[src/rtl/ssd_pkg.sv]
// Shared types and constants for the seven-segment scan driver and its
// sequential binary-to-BCD converter.
package ssd_pkg;

  localparam int BIN_W      = 13;
  localparam int BCD_DIGITS = 4;
  localparam int BCD_W      = 4 * BCD_DIGITS;
  localparam int ITER_W     = 4;

  typedef enum logic [1:0] {
    IDLE,
    LOAD,
    SHIFT,
    COMMIT
  } conv_state_t;

  // Segment patterns {g,f,e,d,c,b,a}, active-low
  localparam logic [6:0] SEG_0     = 7'b1000000;
  localparam logic [6:0] SEG_1     = 7'b1111001;
  localparam logic [6:0] SEG_2     = 7'b0100100;
  localparam logic [6:0] SEG_3     = 7'b0110000;
  localparam logic [6:0] SEG_4     = 7'b0011001;
  localparam logic [6:0] SEG_5     = 7'b0010010;
  localparam logic [6:0] SEG_6     = 7'b0000010;
  localparam logic [6:0] SEG_7     = 7'b1111000;
  localparam logic [6:0] SEG_8     = 7'b0000000;
  localparam logic [6:0] SEG_9     = 7'b0010000;
  localparam logic [6:0] SEG_BLANK = 7'b1111111;

  // Digit enables, active-low, bit0 = ones digit
  localparam logic [3:0] ANODE_ONES      = 4'b1110;
  localparam logic [3:0] ANODE_TENS      = 4'b1101;
  localparam logic [3:0] ANODE_HUNDREDS  = 4'b1011;
  localparam logic [3:0] ANODE_THOUSANDS = 4'b0111;
  localparam logic [3:0] ANODE_OFF       = 4'b1111;

  function automatic logic [6:0] seg_encode(input logic [3:0] digit);
    logic [6:0] code;
    case (digit)
      4'd0:    code = SEG_0;
      4'd1:    code = SEG_1;
      4'd2:    code = SEG_2;
      4'd3:    code = SEG_3;
      4'd4:    code = SEG_4;
      4'd5:    code = SEG_5;
      4'd6:    code = SEG_6;
      4'd7:    code = SEG_7;
      4'd8:    code = SEG_8;
      4'd9:    code = SEG_9;
      default: code = SEG_BLANK;
    endcase
    return code;
  endfunction

  function automatic logic [3:0] anode_code(input logic [1:0] sel);
    logic [3:0] code;
    case (sel)
      2'd0:    code = ANODE_ONES;
      2'd1:    code = ANODE_TENS;
      2'd2:    code = ANODE_HUNDREDS;
      default: code = ANODE_THOUSANDS;
    endcase
    return code;
  endfunction

endpackage

[src/rtl/bin2bcd_seq.sv]
// Sequential double-dabble converter. Watches num while idle, and whenever it
// differs from the last converted value runs a 13-iteration shift/add-3 pass,
// publishing the result on bcd only once the whole conversion is done.
module bin2bcd_seq
  import ssd_pkg::*;
(
  input  logic             clk,
  input  logic             rst,
  input  logic [BIN_W-1:0] num,
  input  logic             start,
  output logic             busy,
  output logic [BCD_W-1:0] bcd
);

  conv_state_t       state;
  conv_state_t       next_state;
  logic [BIN_W-1:0]  cur_bin;
  logic [BIN_W-1:0]  bin_sr;
  logic [BCD_W-1:0]  scratch;
  logic [BCD_W-1:0]  scratch_adj;
  logic [ITER_W-1:0] iter_cnt;
  logic              capture_en;
  logic              load_en;
  logic              shift_en;
  logic              commit_en;

  // State register; reset abandons any conversion in flight
  always_ff @(posedge clk or negedge rst) begin
    if (!rst) state <= IDLE;
    else      state <= next_state;
  end

  // Next-state: leave IDLE only on a new value, count 13 shifts, then commit
  always_comb begin
    next_state = state;
    case (state)
      IDLE:    if (start && (num != cur_bin)) next_state = LOAD;
      LOAD:    next_state = SHIFT;
      SHIFT:   if (iter_cnt == 4'd1) next_state = COMMIT;
      COMMIT:  next_state = IDLE;
      default: next_state = IDLE;
    endcase
  end

  // Per-state datapath strobes; busy covers LOAD through COMMIT
  always_comb begin
    capture_en = 1'b0;
    load_en    = 1'b0;
    shift_en   = 1'b0;
    commit_en  = 1'b0;
    busy       = 1'b0;
    case (state)
      IDLE:    capture_en = start && (num != cur_bin);
      LOAD:    begin load_en   = 1'b1; busy = 1'b1; end
      SHIFT:   begin shift_en  = 1'b1; busy = 1'b1; end
      COMMIT:  begin commit_en = 1'b1; busy = 1'b1; end
      default: busy = 1'b0;
    endcase
  end

  // Add-3 correction for every BCD nibble that would overflow on the next shift
  always_comb begin
    scratch_adj = scratch;
    for (int i = 0; i < BCD_DIGITS; i++) begin
      if (scratch[4*i +: 4] >= 4'd5) scratch_adj[4*i +: 4] = scratch[4*i +: 4] + 4'd3;
    end
  end

  // Conversion datapath: capture, clear, shift and publish the result
  always_ff @(posedge clk or negedge rst) begin
    if (!rst) begin
      cur_bin  <= '0;
      bin_sr   <= '0;
      scratch  <= '0;
      iter_cnt <= '0;
      bcd      <= '0;
    end else begin
      if (capture_en) begin
        cur_bin <= num;
        bin_sr  <= num;
      end
      if (load_en) begin
        scratch  <= '0;
        iter_cnt <= ITER_W'(BIN_W);
      end
      if (shift_en) begin
        {scratch, bin_sr} <= {scratch_adj[BCD_W-2:0], bin_sr, 1'b0};
        iter_cnt          <= iter_cnt - 4'd1;
      end
      if (commit_en) bcd <= scratch;
    end
  end

endmodule

[src/rtl/ssd_scan_driver.sv]
// Four-digit common-anode display driver: converts num to BCD in the
// background and scans the committed digits across the anodes, with optional
// blanking of leading zeros on the upper three digits.
module ssd_scan_driver
  import ssd_pkg::*;
#(
  parameter int REFRESH_BITS = 17,
  parameter bit BLANK_LZ     = 1'b1
) (
  input  logic        clk,
  input  logic        rst,
  input  logic [12:0] num,
  output logic [3:0]  anode,
  output logic [6:0]  seg,
  output logic [15:0] bcd,
  output logic        busy
);

  logic [REFRESH_BITS-1:0] scan_cnt;
  logic [1:0]              digit_sel;
  logic [3:0]              digit_val;
  logic                    digit_blank;

  // The converter free-runs; it only ever acts when num changes
  bin2bcd_seq u_bin2bcd (
    .clk   (clk),
    .rst   (rst),
    .num   (num),
    .start (1'b1),
    .busy  (busy),
    .bcd   (bcd)
  );

  assign digit_sel = scan_cnt[REFRESH_BITS-1 -: 2];

  // Pick the digit being scanned and decide whether it is a leading zero
  always_comb begin
    digit_val   = 4'd0;
    digit_blank = 1'b0;
    case (digit_sel)
      2'd0: digit_val = bcd[3:0];
      2'd1: begin
        digit_val   = bcd[7:4];
        digit_blank = BLANK_LZ && (bcd[15:4] == 12'd0);
      end
      2'd2: begin
        digit_val   = bcd[11:8];
        digit_blank = BLANK_LZ && (bcd[15:8] == 8'd0);
      end
      default: begin
        digit_val   = bcd[15:12];
        digit_blank = BLANK_LZ && (bcd[15:12] == 4'd0);
      end
    endcase
  end

  // Scan counter plus registered anode/segment drive, updated on the same edge
  always_ff @(posedge clk or negedge rst) begin
    if (!rst) begin
      scan_cnt <= '0;
      anode    <= ANODE_OFF;
      seg      <= SEG_BLANK;
    end else begin
      scan_cnt <= scan_cnt + REFRESH_BITS'(1);
      anode    <= anode_code(digit_sel);
      seg      <= digit_blank ? SEG_BLANK : seg_encode(digit_val);
    end
  end

endmodule

[config.mk]
export PLATFORM = sky130hd
export DESIGN_NAME = ssd_scan_driver
export DESIGN_NICKNAME = d
export VERILOG_FILES = /design/src/rtl/ssd_pkg.sv /design/src/rtl/bin2bcd_seq.sv /design/src/rtl/ssd_scan_driver.sv
export SDC_FILE = /design/constraint.sdc
export NUM_CORES = 1
export LEC_CHECK = 0
export BUFFER_PORTS_ARGS = -buffer_cell sky130_fd_sc_hd__buf_2
export CAP_MARGIN = 10
export CORE_MARGIN = 2
export CORE_UTILIZATION = 60
export DETAILED_ROUTE_END_ITERATION = 6
export HOLD_SLACK_MARGIN = 0.15
export PLACE_DENSITY = 0.91
export SYNTH_ARGS = -nofsm -noshare
export SYNTH_HDL_FRONTEND = slang
export SYNTH_SLANG_ARGS = --single-unit
[constraint.sdc]
create_clock -name clk -period 3.3 [get_ports clk]
set_clock_uncertainty 0.15 [all_clocks]
set_input_delay 0.495 -clock clk [delete_from_list [all_inputs] [get_ports clk]]
set_output_delay 0.495 -clock clk [all_outputs]
set_load 0.03 [all_outputs]
==> flow_summary_export.csv, run 1 <==
group,metric,value,unit
status,status,"complete, no violations",
routing,wl,9160,um
worst_setup_path,critPathSlowestCell,"o21ai_4",
sta,finalHoldViolations,0,
cells_and_area,design_area,0.005086,mm^2
sta,slew_headroom,0.3013,
synth,syn_nets,440,
clock_tree,cts-hold-fix-buffers,0,
floorplan,ios,43,
routing,avgViaCountPerCell,5.891,
global_route,grt_util_all_layers,0.2382,
worst_setup_path,worst-setup-path-type,"reg2reg",
power_and_ir_drop,p_total,3.820,mW
synth,syn_area_per_cell,11.27,um^2
floorplan,die_w,91.54,um
clock_tree,clock_latency,0.37,ns
power_and_ir_drop,peakVddDrop,0.3241,mV
worst_hold_path,worstHoldPathType,"in2async",
sta,max_freq,400.0,MHz
placement,port_buffers,42,
sta,fin_crit_sh,0.7576,
clock_tree,postCtsResizedCells,0,
cells_and_area,drive_gt1_frac,0.2395,
floorplan,rows,31,
synth,ys_seq_area_frac,0.5037,
placement,place_congestion,0.9305,
sta,tightest_slew,1.048,ns
routing,vias,3240,
flow_run,maxCapViolations,0,
sta,tns,0,ns
placement,dp_hpwl,6361,um
clock_tree,clock_sinks,92,
worst_setup_path,cp_cell_sequence,"xor2_1 > nor4_1 > nand2_1 > o21ai_4 > mux2_1",
clock_tree,htree_levels,3,
floorplan,fp.dieH,91.54,um
synth,synth_edf_count,0,
worst_setup_path,worstPathRequired,3.40,ns
routing,dr.first_iter.drc_count,295,
synth,async_reset_ff_frac,1.000,
clock_tree,clockRootBuffer,"clkbuf_8",
synth,synthTopCellsByArea,"dfrtp_1, dfstp_2, ha_1",
floorplan,die_area,0.008380,mm^2
synth,synth_top_area_frac,0.4408,
clock_tree,numCtsBuffers,9,
placement,place_area,0.004877,mm^2
synth,ys_warn_count,0,
synth,ys_ff_latch,92,
power_and_ir_drop,power.leakage,2.346,nW
worst_setup_path,ff2ff_path_depth,5,
global_route,grt_pass1_vias,3314,
cells_and_area,instances_no_fill,550,
synth,ys_types,42,
clock_tree,postCtsSetupBuffers,0,
worst_setup_path,cp-end-kind,"register",
worst_setup_path,cpPeakStageDelay,0.57,ns
floorplan,start_util,0.6272,
placement,dp.cells,534,
global_route,grt_first_pass_wirelength,16000,um
power_and_ir_drop,cellPowerDensity,751.1,mW/mm^2
routing,drcViolationCount,0,
cells_and_area,area_growth,10.61,%
routing,first_pass_iters,5,
clock_tree,cts_tree,"yes",
sta,fin_hold_ws,0.1629,ns
cells_and_area,mostFrequentLayoutCells,"dfrtp_1, buf_2, inv_1",
floorplan,core_area,0.007331,mm^2
cells_and_area,n_antenna_cell,0,
synth,synth_area,0.004598,mm^2
sta,rsz0062_at_grt,"no",
synth,syn_inst,408,
synth,yosys.area.top_type,"dfrtp_1",
synth,synth-main-ff-cell,"dfrtp_1",
global_route,grt_antenna_before_repair,0,
clock_tree,cts_buffer_depth,2,
global_route,grt_max_degree,87,
cells_and_area,final_common_cell,"dfrtp_1",
cells_and_area,finalNetCount,478,
routing,routedWlPerCell,16.65,um
routing,ant_nets,0,
clock_tree,clk_pin_slew_worst_paths,0.09,ns
sta,period_needed,2.500,ns
worst_setup_path,critical_path_peak_fanout,13,
sta,slew_violations,0,
sta,setup_viol,0,
worst_setup_path,crit_path_start_kind,"register",
global_route,overflow,0,
worst_setup_path,arrival,2.60,ns
[stage by stage]
step / utilization / setup WS, ns
after floorplan: - / 1.249
final: 0.6938 / 0.8001
after global routing: 0.6938 / 0.7092
after detailed placement: 0.6653 / 0.5776
after CTS: 0.6938 / 0.8235
after global placement: 0.6653 / 0.7591
[metal layers]
layer	share of wire	wire length, um	global-route usage
met4	0.013	123	0.07323
met1	0.43	3935	0.3067
met5	0	0	0
met3	0.035	323	0.04564
met2	0.52	4776	0.4075
[sequential cells by signal, indices dropped and copies added (netlist names)]
name,cells
u_bin2bcd.scratch,16
u_bin2bcd.iter_cnt,4
u_bin2bcd.state,2
u_bin2bcd.bin_sr,13
seg,7
u_bin2bcd.cur_bin,13
anode,4
scan_cnt,17
u_bin2bcd.bcd,16
[worst max-delay path: cells and delay by family (launching register included)]
kind,cells,cell delay (ns)
simple gates,2,0.70
compound gates,1,0.57
flops,1,0.40
mux,1,0.38
xor+xnor,1,0.17
[cell usage after synthesis (2+ instances only)]
master,number
nand2_1,17
o21ai_1,3
xnor2_1,18
nor3_1,8
o211ai_1,25
nand3_1,11
xor2_1,17
nand3b_1,2
ha_1,17
o21ai_0,18
o22ai_1,8
mux2_2,17
nor4_1,4
a22oi_1,12
inv_1,27
nand2b_1,21
a21oi_1,13
dfrtp_1,81
nor2_1,16
clkbuf_1,15
mux2_4,10
o32ai_1,3
mux2_1,4
dfstp_2,11
and3_1,10
mux4_2,4
[worst paths after layout]
check	slack, ns	endpoint	start
hold reg to reg	0.32	scan_cnt[14]	scan_cnt[14]
min in group clk	0.25	u_bin2bcd.cur_bin[12]	num[12]
setup / recovery	0.80	u_bin2bcd.cur_bin[0]	u_bin2bcd.cur_bin[0]
hold / removal	0.16	u_bin2bcd.scratch[0]	rst
setup reg to reg	0.80	u_bin2bcd.cur_bin[0]	u_bin2bcd.cur_bin[0]
max in group asynchronous	2.06	seg[0]	rst
[power by group]
group,total [mW],switching (mW),internal (mW)
combinational,1.48,0.853,0.625
sequential,1.55,0.183,1.37
clock,0.787,0.432,0.355
total,3.82,1.47,2.35
[cell type report]
| cell class | instances | area (um^2) |
|---|---|---|
| clock buffer | 11 | 162.7 |
| clock inverter | 5 | 46.29 |
| fill | 486 | 2245 |
| inverter | 27 | 101.3 |
| multi-input combinational | 271 | 2101 |
| sequential | 92 | 2316 |
| tap | 99 | 123.9 |
| timing repair buffer | 45 | 235.2 |
[cell families (layout without fill, tap and decap cells)]
family          Yosys count  after routing  synth area share
fa+ha+maj                17             17           0.04626
xor+xnor                 35             35           0.06667
simple gates             97             97            0.1148
flops                    92             92            0.5037
mux                      36             36            0.1058
buf+inv                  45             88           0.03945
compound gates           86             86            0.1233
No activity file was read; power rests on OpenSTA's default activity.
==> run 2: changes to the inputs <==
CORE_UTILIZATION = 59   (was 60)
PLACE_DENSITY = 0.89   (was 0.91)
clock period = 2.45 ns   (was 3.3 ns; I/O delays follow)
==> run 2 against run 1 <==
  * Critical path depth is 3 higher
  * Largest power group unchanged
  * Register-to-register slack got worse by 0.49 ns
  * Power grew 37%
  * Cell count grew 4.2%
  * Combinational power up 41%
  * Sequential cell count unchanged
  * Worst setup slack worse by 0.71 ns
  * Highest routed layer unchanged
  * Clock-buffer cell count grew 1
  * Die area increased by 1.6%
  * Non-clock buffer count increased by 20
  * Core utilization is 0.19 points lower
  * Via count is 1.4% higher
==> flow_summary_export.csv, run 2 (synthesis results as in run 1) <==
group,metric,value,unit
status,status,"complete, no violations",
worst_setup_path,worstPathRequired,2.53,ns
global_route,grt_max_degree,54,
power_and_ir_drop,cellPowerDensity,991.1,mW/mm^2
global_route,grt_first_pass_wirelength,16160,um
cells_and_area,mostFrequentLayoutCells,"dfrtp_1, buf_2, inv_1",
worst_setup_path,cp-end-kind,"register",
power_and_ir_drop,swShare,0.3740,
worst_setup_path,cpPeakStageDelay,0.53,ns
worst_setup_path,crit_end,"u_bin2bcd.cur_bin[1]",
placement,dp_slack,0.2782,ns
floorplan,ios,43,
worst_hold_path,worstHoldPathType,"in2reg",
floorplan,die_w,92.28,um
sta,slew_violations,0,
sta,tightest_slew,0.7432,ns
clock_tree,postCtsSetupBuffers,0,
sta,finalHoldViolations,0,
worst_setup_path,rrSetupSlack,0.31,ns
global_route,grt_pass1_vias,3373,
clock_tree,cts_buffer_depth,2,
routing,vias,3286,
cells_and_area,reg_top3,"scan_cnt x17, u_bin2bcd.bcd x16, u_bin2bcd.scratch x16",
sta,tns,0,ns
power_and_ir_drop,p_sw,1.961,mW
sta,slew_headroom,0.5045,
power_and_ir_drop,p_total,5.244,mW
floorplan,start_util,0.6013,
worst_setup_path,cpLargestDelayFamily,"buffers and inverters",
worst_setup_path,crit_cells,8,
worst_setup_path,ff2ff_path_depth,5,
sta,setup_viol,0,
placement,dp_hpwl,6275,um
worst_setup_path,cp_cell_sequence,"dlygate4sd3_1 > buf_2 > xor2_1 > nor4_2 > nand3_2 > o21ai_4 > buf_6 > mux2_1",
sta,fin_crit_sh,0.9639,
global_route,overflow,0,
worst_setup_path,critical_path_peak_fanout,12,
worst_setup_path,worst-setup-path-type,"in2reg",
global_route,grt_util_all_layers,0.2414,
cells_and_area,drive_gt1_frac,0.2420,
clock_tree,clockRootBuffer,"clkbuf_8",
global_route,grt_antenna_before_repair,0,
flow_run,maxCapViolations,0,
sta,max_freq,423.5,MHz
routing,first_pass_iters,4,
placement,place_congestion,0.8361,
cells_and_area,largest_register,"scan_cnt",
cells_and_area,largest_reg_flops,17,
power_and_ir_drop,clkPwrFrac,0.204,
routing,ant_nets,0,
clock_tree,numCtsBuffers,9,
worst_setup_path,arrival,2.45,ns
routing,drcViolationCount,0,
floorplan,core_area,0.007647,mm^2
power_and_ir_drop,p_comb_frac,0.398,
floorplan,rows,32,
floorplan,die_area,0.008516,mm^2
clock_tree,clock_latency,0.36,ns
cells_and_area,final_common_cell,"dfrtp_1",
worst_setup_path,worstReg2RegStart,"scan_cnt[15]",
worst_setup_path,worst-path-buf-inv,3,
power_and_ir_drop,internal-power,3.283,mW
worst_setup_path,critPathSlowestCell,"dlygate4sd3_1",
power_and_ir_drop,seqPwrFrac,0.399,
cells_and_area,area_growth,15.07,%
placement,port_buffers,42,
power_and_ir_drop,power.leakage,2.435,nW
power_and_ir_drop,peakVddDrop,0.3931,mV
routing,dr.first_iter.drc_count,202,
routing,routedWlPerCell,16.53,um
clock_tree,cts_tree,"yes",
sta,fin_ws,0.08855,ns
cells_and_area,n_antenna_cell,0,
worst_setup_path,critPathLaunch,"num[9]",
clock_tree,clk_pin_slew_worst_paths,0.08,ns
routing,wl,9474,um
worst_setup_path,regToRegEndpoint,"seg[3]",
clock_tree,htree_levels,3,
cells_and_area,finalNetCount,498,
placement,place_area,0.004946,mm^2
sta,period_needed,2.361,ns
worst_setup_path,crit_path_start_kind,"input pin",
routing,avgViaCountPerCell,5.735,
sta,rsz0062_at_grt,"no",
floorplan,fp.dieH,92.28,um
cells_and_area,design_area,0.005291,mm^2
clock_tree,clock_sinks,92,
## run 2: worst min-delay path by stage
stage / slack (ns) / end / depth (start not counted) / start
floorplan: -0.08 / scan_cnt[0] / 0 / rst
global placement: 0.29 / u_bin2bcd.cur_bin[5] / 1 / rst
detailed placement: 0.31 / u_bin2bcd.cur_bin[5] / 1 / rst
CTS: 0.16 / u_bin2bcd.cur_bin[10] / 2 / num[10]
global route: 0.16 / u_bin2bcd.cur_bin[10] / 2 / num[10]
finish: 0.17 / u_bin2bcd.cur_bin[10] / 2 / num[10]
## run 2: through the flow
stage,cells,hold slack (ns),util
2_1_floorplan,408,-0.07809,-
5_1_grt,573,0.1643,0.6919
4_1_cts,573,0.1593,0.6914
3_5_place_dp,544,0.3068,0.6468
3_3_place_gp,544,0.2919,0.6468
6_report,573,0.1711,0.6919
## run 2: cell type report
cell class / count / area (um^2)
Clock buffer: 12 / 177.7
Clock inverter: 4 / 33.78
Fill cell: 521 / 2356
Inverter: 27 / 101.3
Multi-Input combinational cell: 271 / 2101
Sequential cell: 92 / 2316
Tap cell: 102 / 127.6
Timing Repair Buffer: 65 / 434.2
## run 2: power groups by stage
| stage | clock network [mW] | registers, mW | logic (mW) |
|---|---|---|---|
| floorplan | 0 | 2.14 | 1.50 |
| global placement | 0 | 2.09 | 1.94 |
| detailed placement | 0 | 2.10 | 2.04 |
| CTS | 1.07 | 2.08 | 2.07 |
| global route | 1.15 | 2.12 | 2.31 |
| finish | 1.07 | 2.09 | 2.09 |
## run 2: timing repair
action | in CTS | in global routing
hold buffers | 13 | 0
endpoints found under the hold margin | 58 | 0
endpoints found under the setup margin | 0 | 2
resized for setup | 0 | 1
## run 2: layer usage
layer / GRT usage / vias up / share of wire
met1: 0.3114 / 1630 / 0.43
met4: 0.09577 / 0 / 0.014
met3: 0.03533 / 11 / 0.038
met5: 0 / - / 0
met2: 0.4124 / 87 / 0.52
li1: - / 1558 / -
==> run 3: changes to the inputs <==
ABC_AREA = 1   (was unset)
CTS_BUF_LIST = sky130_fd_sc_hd__clkbuf_16   (was unset)
==> run 3 against run 2 <==
  * Worst setup slack improved by 0.40 ns
  * Via count rose by 18%
  * Highest routed layer unchanged
  * First-iteration DRC count rose by 40%
  * Largest cell class unchanged
  * Cell count increased by 25%
  * Hold slack hardly changed
  * Clock power grew 37%
==> flow_summary_export.csv, run 3 <==
group,metric,value,unit
sta,setup_viol,0,
synth,synthAdderAreaFrac,0.04623,
synth,synth_compound_area_frac,0.1055,
cells_and_area,largest_register,"scan_cnt",
clock_tree,numCtsBuffers,9,
routing,dr.first_iter.drc_count,282,
clock_tree,postCtsSetupBuffers,0,
placement,dp_hpwl,6693,um
global_route,grt_pass1_vias,3754,
synth,ys_warn_count,0,
worst_setup_path,cpLargestDelayFamily,"simple AND/OR/NAND/NOR gates",
worst_setup_path,worstPathRequired,2.59,ns
synth,syn_nets,598,
worst_setup_path,critPathSlowestCell,"dfrtp_1",
worst_setup_path,critical_path_peak_fanout,6,
worst_hold_path,min_from,"num[4]",
sta,tns,0,ns
sta,max_freq,509.7,MHz
floorplan,die_area,0.008520,mm^2
synth,synth_area,0.004601,mm^2
synth,synthMuxAreaShare,0,
synth,synth_top_area_frac,0.4406,
worst_setup_path,cp-end-kind,"register",
floorplan,rows,32,
synth,syn_inst,566,
cells_and_area,largest_reg_flops,17,
synth,ys_seq_area_frac,0.5034,
power_and_ir_drop,cellPowerDensity,1121,mW/mm^2
synth,synth_most_common_cell,"nand2_1",
sta,period_needed,1.962,ns
cells_and_area,final_common_cell,"nand2_1",
synth,async_reset_ff_frac,1.000,
sta,slew_headroom,0.6424,
sta,tightest_slew,0.5363,ns
cells_and_area,mostFrequentLayoutCells,"nand2_1, dfrtp_1, inv_1",
global_route,overflow,0,
floorplan,fp.dieH,92.31,um
worst_setup_path,worst-setup-path-type,"reg2reg",
synth,synth-main-ff-cell,"dfrtp_1",
worst_setup_path,crit_cells,12,
routing,drcViolationCount,0,
synth,synthTopCellsByCount,"nand2_1, dfrtp_1, inv_1, o21ai_0, nand3_1",
cells_and_area,area_growth,14.20,%
worst_setup_path,arrival,2.10,ns
synth,synth_top_family_by_area,"simple AND/OR/NAND/NOR gates",
worst_setup_path,worst-path-buf-inv,4,
synth,synthTopCellsByArea,"dfrtp_1, nand2_1, o21ai_0",
routing,first_pass_iters,4,
power_and_ir_drop,power.leakage,2.690,nW
placement,dp_slack,0.5479,ns
sta,finalHoldViolations,0,
clock_tree,cts_buffer_depth,2,
routing,avgViaCountPerCell,5.376,
clock_tree,htree_levels,3,
worst_setup_path,crit_path_start_kind,"register",
worst_setup_path,cp_common_cell,"nand2_1",
worst_setup_path,worstReg2RegStart,"scan_cnt[15]",
global_route,grt_first_pass_wirelength,17020,um
global_route,grt_antenna_before_repair,0,
cells_and_area,drive_gt1_frac,0.1507,
clock_tree,clock_sinks,92,
flow_run,maxCapViolations,0,
sta,fin_hold_ws,0.1713,ns
routing,routedWlPerCell,13.89,um
floorplan,die_w,92.31,um
placement,place_congestion,0.8768,
sta,slew_violations,0,
global_route,grt_max_degree,42,
floorplan,core_area,0.007647,mm^2
clock_tree,cts_tree,"yes",
synth,ys_types,32,
status,status,"complete, no violations",
synth,synth-xor-area-share,0.03236,
worst_setup_path,cp_cell_sequence,"inv_2 > nand2_2 > inv_2 > nand2_1 > nand3_1 > nor2_4 > inv_1 > ha_1 > inv_1 > o21ai_0 > nand2_1 > nand2_1",
synth,ys_ff_latch,92,
worst_hold_path,worstHoldPathType,"in2reg",
clock_tree,clock_latency,0.34,ns
worst_hold_path,whs_endpoint,"u_bin2bcd.cur_bin[4]",
placement,port_buffers,42,
worst_setup_path,cpPeakStageDelay,0.46,ns
clock_tree,clk_pin_slew_worst_paths,0.07,ns
synth,synth_edf_count,0,
cells_and_area,n_antenna_cell,0,
sta,fin_crit_sh,0.8009,
worst_setup_path,regToRegEndpoint,"seg[3]",
routing,vias,3865,
sta,fin_ws,0.4879,ns
synth,yosys.area.top_type,"dfrtp_1",
worst_hold_path,whs_path_depth,3,
clock_tree,clockRootBuffer,"clkbuf_16",
worst_setup_path,rrSetupSlack,0.49,ns
synth,yosys.area_share.simple,0.2279,
floorplan,start_util,0.6016,
routing,wl,9989,um
power_and_ir_drop,peakVddDrop,0.6000,mV
global_route,grt_util_all_layers,0.2527,
synth,syn_area_per_cell,8.128,um^2
floorplan,ios,43,
cells_and_area,fin_util,0.6870,
worst_setup_path,ff2ff_path_depth,12,
cells_and_area,finalNetCount,644,
cells_and_area,reg_top3,"scan_cnt x17, u_bin2bcd.bcd x16, u_bin2bcd.scratch x16",
sta,rsz0062_at_grt,"no",
routing,ant_nets,0,
run 3: cell count changes in the layout (fill, tap and decap cells not counted), sizes merged, moves of 21 or more:
cell,delta
nand2,+147
inv,+52
o21ai,+42
mux2,-31
nand3,+26
o211ai,-24
nor2,+22
nand2b,-21
run 3: logic make-up after synthesis:
logic type | count (synthesis)
buf+inv | 98
simple gates | 252
compound gates | 90
flops | 92
xor+xnor | 17
fa+ha+maj | 17
run 3: worst min-delay path, delay by kind of cell:
family | cells | cell delay (ns)
buffers and inverters | 2 | 0.17
AO/OA/AOI/OAI | 1 | 0.08
run 3: timing repair:
item / 4_1_cts / 5_1_grt
gates resized for setup: 0 / 0
hold buffers: 1 / 0
endpoints found under the hold margin: 39 / 0
run 3: area by class of cell:
type / count / area [um^2]
clock buffer: 9 / 225.2
clock inverter: 7 / 90.09
fill: 543 / 2394
inverter: 83 / 311.5
multi-input combinational: 376 / 1896
sequential: 92 / 2316
tap: 102 / 127.6
timing repair buffer: 50 / 287.8
run 3: report_power, final:
part / internal [mW] / switching (mW)
Clock: 0.890 / 0.577
Combinational: 0.699 / 1.50
Sequential: 1.95 / 0.271
Total: 3.54 / 2.35
run 3: through the flow:
stage	cell area [um^2]	instances	power, mW
after floorplan	4601	566	3.861
after global placement	4928	702	4.268
after detailed placement	4928	702	4.382
after CTS	5254	719	5.878
after global routing	5254	719	6.292
final	5254	719	5.889
run 3: how the worst max path moves through the flow:
| stage | start | to | slack, ns |
|---|---|---|---|
| after floorplan | scan_cnt[15] | seg[3] | 0.74 |
| after global placement | scan_cnt[16] | seg[3] | 0.61 |
| after detailed placement | num[8] | u_bin2bcd.cur_bin[2] | 0.55 |
| after CTS | scan_cnt[15] | seg[3] | 0.51 |
| after global routing | scan_cnt[15] | seg[3] | 0.29 |
| final | scan_cnt[15] | seg[3] | 0.49 |
run 3: layer usage:
layer / wire length, um / track usage / share of wire
met5: 0 / 0 / 0
met4: 243 / 0.1244 / 0.024
met3: 376 / 0.04557 / 0.038
met2: 5200 / 0.4294 / 0.52
met1: 4169 / 0.3115 / 0.42
